File: src/rtl/pattern_scan_if.sv
// pattern_scan_if: byte stream handshake into the pattern scan controller
interface pattern_scan_if;
    logic       in_valid;
    logic [7:0] in_data;
    logic       in_last;
    logic       in_ready;
    modport master (output in_valid, in_data, in_last, input in_ready);
    modport slave (input in_valid, in_data, in_last, output in_ready);
endinterface

File: src/rtl/pattern_scan_ctrl.sv
// pattern_scan_ctrl: serializes bytes MSB first and counts overlapping pattern matches per frame
module pattern_scan_ctrl (
    input  logic                 clk,
    input  logic                 rst,
    input  logic                 cfg_we,
    input  logic [7:0]           cfg_pattern,
    input  logic [3:0]           cfg_len,
    pattern_scan_if.slave        stream,
    output logic                 det_x,
    output logic                 match_pulse,
    output logic [7:0]           match_count,
    output logic                 busy,
    output logic                 done
);
    typedef enum logic [1:0] {IDLE, SHIFT, DONE} state_t;
    state_t state, state_n;
    logic [7:0] sreg, history, pat_q, mask, hist_n;
    logic [3:0] len_q, leff, fbits, fbits_n;
    logic [2:0] bitcnt;
    logic       last_q, accept, hit;
    assign accept = state == IDLE && stream.in_valid;
    assign stream.in_ready = state == IDLE && !rst;
    assign det_x = state == SHIFT && sreg[7];
    assign done = state == DONE;
    assign leff = len_q == 4'd0 ? 4'd1 : (len_q > 4'd8 ? 4'd8 : len_q);
    assign mask = ~(8'hFF << leff);
    assign hist_n = {history[6:0], sreg[7]};
    assign fbits_n = fbits + {3'd0, fbits != 4'd8};
    assign hit = state == SHIFT && ((hist_n ^ pat_q) & mask) == 8'd0 && fbits_n >= leff;
    // state register
    always_ff @(posedge clk) begin
        if (rst) state <= IDLE;
        else     state <= state_n;
    end
    // next state: one accept edge, eight shift edges, optional done cycle
    always_comb begin
        state_n = state;
        case (state)
            IDLE:    state_n = accept ? SHIFT : IDLE;
            SHIFT:   state_n = bitcnt == 3'd7 ? (last_q ? DONE : IDLE) : SHIFT;
            default: state_n = IDLE;
        endcase
    end
    // datapath: config capture, serialization, history and match counting
    always_ff @(posedge clk) begin
        if (rst) begin
            sreg        <= 8'd0;
            history     <= 8'd0;
            pat_q       <= 8'h00;
            len_q       <= 4'd1;
            fbits       <= 4'd0;
            bitcnt      <= 3'd0;
            last_q      <= 1'b0;
            match_pulse <= 1'b0;
            match_count <= 8'd0;
            busy        <= 1'b0;
        end else begin
            if (cfg_we && !busy) begin
                pat_q <= cfg_pattern;
                len_q <= cfg_len;
            end
            match_pulse <= hit;
            if (accept) begin
                sreg   <= stream.in_data;
                last_q <= stream.in_last;
                bitcnt <= 3'd0;
                busy   <= 1'b1;
                if (!busy) match_count <= 8'd0;
            end else if (state == SHIFT) begin
                sreg    <= {sreg[6:0], 1'b0};
                bitcnt  <= bitcnt + 3'd1;
                history <= hist_n;
                fbits   <= fbits_n;
                if (hit && match_count != 8'hFF) match_count <= match_count + 8'd1;
            end else if (state == DONE) begin
                history <= 8'd0;
                fbits   <= 4'd0;
                busy    <= 1'b0;
            end
        end
    end
endmodule

File: src/flat_wrapper.sv
// flat-port wrapper written by rule: the top's interface ports become plain ports
module pattern_scan_ctrl_flat 
  (clk, rst, cfg_we, cfg_pattern, cfg_len, det_x, match_pulse, match_count, busy, done, stream_in_valid, stream_in_data, stream_in_last, stream_in_ready);
  pattern_scan_if stream_i ();
  input  logic clk;
  input  logic rst;
  input  logic cfg_we;
  input  logic [7:0] cfg_pattern;
  input  logic [3:0] cfg_len;
  output logic det_x;
  output logic match_pulse;
  output logic [7:0] match_count;
  output logic busy;
  output logic done;
  input wire logic [$bits(stream_i.in_valid)-1:0] stream_in_valid;
  input wire logic [$bits(stream_i.in_data)-1:0] stream_in_data;
  input wire logic [$bits(stream_i.in_last)-1:0] stream_in_last;
  output wire logic [$bits(stream_i.in_ready)-1:0] stream_in_ready;
  assign stream_i.in_valid = stream_in_valid;
  assign stream_i.in_data = stream_in_data;
  assign stream_i.in_last = stream_in_last;
  assign stream_in_ready = stream_i.in_ready;
  pattern_scan_ctrl u_core (.clk(clk), .rst(rst), .cfg_we(cfg_we), .cfg_pattern(cfg_pattern), .cfg_len(cfg_len), .stream(stream_i), .det_x(det_x), .match_pulse(match_pulse), .match_count(match_count), .busy(busy), .done(done));
endmodule
File: config.mk
export PLATFORM = sky130hd
export DESIGN_NAME = pattern_scan_ctrl_flat
export DESIGN_NICKNAME = d
export VERILOG_FILES = /design/src/rtl/pattern_scan_if.sv /design/src/rtl/pattern_scan_ctrl.sv /design/src/flat_wrapper.sv
export SDC_FILE = /design/constraint.sdc
export NUM_CORES = 1
export LEC_CHECK = 0
export ABC_AREA = 1
export CAP_MARGIN = 5
export CELL_PAD_IN_SITES_DETAIL_PLACEMENT = 1
export CELL_PAD_IN_SITES_GLOBAL_PLACEMENT = 1
export CORE_UTILIZATION = 41
export DETAILED_ROUTE_END_ITERATION = 8
export GPL_TIMING_DRIVEN = 0
export PLACE_DENSITY = 0.93
export SLEW_MARGIN = 20
export SYNTH_ARGS = -nofsm -noshare
export SYNTH_HDL_FRONTEND = slang
export SYNTH_SLANG_ARGS = --single-unit
export TNS_END_PERCENT = 20
File: constraint.sdc
create_clock -name clk -period 3.21 [get_ports clk]
set_input_delay 0.4815 -clock clk [delete_from_list [all_inputs] [get_ports clk]]
set_output_delay 0.4815 -clock clk [all_outputs]
set_load 0.05 [all_outputs]
==> results.yml <==
final_layout:
  layout.nets: 427
  final_cell_mix: "nand2_1 (84), inv_1 (47), dfxtp_1 (47)"
  area_growth_pct: 21.86
  antennaDiodeCount: 0
  drive_gt1_frac: 0.06410
  final_common_cell: "nand2_1"
  nFillCells: 753
die:
  initial_utilization: 0.4337
  die_w_um: 79.02
  io_pins: 38
  dieHeight_um: 79.02
  core_area_sq_um: 5608
  dieArea_sq_um: 6244
  rows: 27
timing:
  finalMaxSlewViolations: 0
  fin_skew_ps: 6.012
  layout_setup_ws_ps: 520.4
  min_period_over_period: 0.8379
  hold_violations: 0
  tns_ps: 0
  worstMarginPinSlew_ps: 616.3
  setup_viol: 0
  period_minus_slack_ps: 2690
  fmax_mhz: 371.8
  rsz0062_at_grt: "no"
  slew_headroom: 0.5876
worst_setup_path:
  arrival_ps: 2210
  crit_required_ps: 2730
  start_kind: "primary input"
  crit_type: "primary input to primary output"
  crit_fanout: 10
  endpoint_kind: "primary output"
placement:
  numPortBuffers: 36
  gp_congestion: 0.7977
  post-place-ws_ps: 501.3
  post-dp-hpwl_um: 5113
clock_network:
  cts_sinks: 47
  max-clock-path-buffers: 2
  post_cts_buffers: 0
  clock-root-buffer: "clkbuf_8"
  ctsResizeCount: 0
  insertion_delay_ps: 300
  ctsHoldBuffers: 0
  h-tree-depth: 2
  tritoncts: "built"
  numCtsBuffers: 5
  clk_pin_slew_ps: 90
logic_synthesis:
  synthArstFlopShare: 0
  yosys.area_share.simple: 0.2701
  syn_area_sq_um: 2432
  synth_top_family_by_area: "simple AND/OR/NAND/NOR gates"
  syn-num-nets: 384
  ys_dominant_reg_cell: "dfxtp_1"
  yosys-top-cells-area: "dfxtp_1 (39%), nand2_1 (13%), inv_1 (7.3%), ha_1 (6.7%), nor2_1 (5.4%)"
  avgSynthCellArea_sq_um: 7.030
  synth_edf_count: 0
  syn_inst: 346
  synth_cell_types: 27
  yosys.area.top_type: "dfxtp_1"
  synth_compound_area_frac: 0.1517
  ys_warn_count: 0
  synth_top_area_frac: 0.3868
  post_synth_xor_area_fraction: 0.02521
  synth_adder_area_share: 0.06687
  ys_seq_area_frac: 0.3868
  synth_mux_area_frac: 0
  synth_seq_cells: 47
routing:
  drc: 0
  finalWirelength_um: 6939
  drtAntennaViolNets: 0
  vias_per_cell: 5.182
  drt-wirelength-per-cell_um: 15.02
  drt_iter0_markers: 126
  dr.pass1.iters: 4
  vias: 2394
global_routing:
  antenna_found_initial: 0
  grt_pass1_wl_um: 11610
  grt_start_max_net_pins: 14
  grt.total_usage: 0.2386
  grt_pass1_vias: 2527
  gr-total-overflow: 0
hold_path:
  worstHoldPathType: "flop to flop"
pwr:
  ir_worst_vdd_mv: 0.1968
  p_per_area_nw_per_um2: 409.8
  leakagePower_nw: 1.247
run:
  cap_violations: 0
run_status:
  outcome: "finished clean"
[final timing paths]
path | startpoint | slack, ps | to | depth (start not counted)
max | rst | 520 | stream_in_ready | 4
min | u_core.bitcnt[1]$_SDFFE_PP0P_ | 470 | u_core.bitcnt[1]$_SDFFE_PP0P_ | 2
max reg2reg | u_core.fbits[0]$_SDFFE_PP0P_ | 790 | u_core.match_count[6]$_SDFFE_PP0P_ | 13
min reg2reg | u_core.bitcnt[1]$_SDFFE_PP0P_ | 470 | u_core.bitcnt[1]$_SDFFE_PP0P_ | 2
[final cells by class]
| class | instances | area, sq um | area share |
|---|---|---|---|
| multi-input combinational | 237 | 1250 | 0.4217 |
| inverter | 54 | 202.7 | 0.06838 |
| clock inverter | 1 | 5.005 | 0.001688 |
| timing repair buffer | 36 | 360.3 | 0.1216 |
| sequential | 47 | 940.9 | 0.3174 |
| buffer | 8 | 38.79 | 0.01309 |
| clock buffer | 7 | 76.32 | 0.02575 |
| tap | 72 | 90.09 | 0.03039 |
[worst max-delay path: stages]
cell and delay (ps):
clkbuf_1 450, clkbuf_1 440, nor2_1 110, clkdlybuf4s50_1 720
[logic make-up after synthesis]
group,after synthesis
AO/OA/AOI/OAI,65
XOR/XNOR,7
adder cells (fa/ha/maj),13
buffers and inverters,62
flip-flops,47
AND/OR/NAND/NOR,152
[flip-flops by register name (all words and copies together) (netlist names)]
register / count
u_core.fbits: 4
u_core.sreg: 8
u_core.history: 7
u_core.pat_q: 8
u_core.match_count: 8
u_core.busy: 1
u_core.bitcnt: 3
u_core.state: 2
u_core.match_pulse: 1
u_core.len_q: 4
u_core.last_q: 1
[layer usage]
metal | up-vias | GRT usage | wire length (um)
met5 | - | 0 | 0
met4 | 0 | 0.05455 | 55
met3 | 7 | 0.04253 | 212
met2 | 45 | 0.4534 | 3707
met1 | 1152 | 0.2735 | 2963
li1 | 1190 | - | -
[per-stage QoR]
step	std cells	hold WS, ps	util	instance area [sq um]	total power [mW]
4_1_cts	462	472.6	0.5286	2964	1.224
2_1_floorplan	346	436.5	-	2432	0.7833
3_3_place_gp	454	449.5	0.5141	2883	0.8565
5_1_grt	462	505.7	0.5286	2964	1.274
6_report	462	470.1	0.5286	2964	1.215
3_5_place_dp	454	459.1	0.5141	2883	0.8687
[cell usage after synthesis (3+ instances only)]
library cell	n
nand2_1	84
dfxtp_1	47
inv_1	47
nor2_1	35
a21oi_1	26
nand3_1	16
o21ai_0	14
ha_1	13
o21ai_1	12
nand4_1	9
o21ai_2	7
clkbuf_1	6
inv_2	5
xor2_1	4
xnor2_1	3
[where the power goes]
group | switching, mW | total, mW | internal [mW]
logic | 0.143 | 0.228 | 0.0844
clock network | 0.202 | 0.356 | 0.153
registers | 0.0214 | 0.631 | 0.610
total | 0.367 | 1.21 | 0.848
Note: power is estimated with default switching activity, not from simulation.
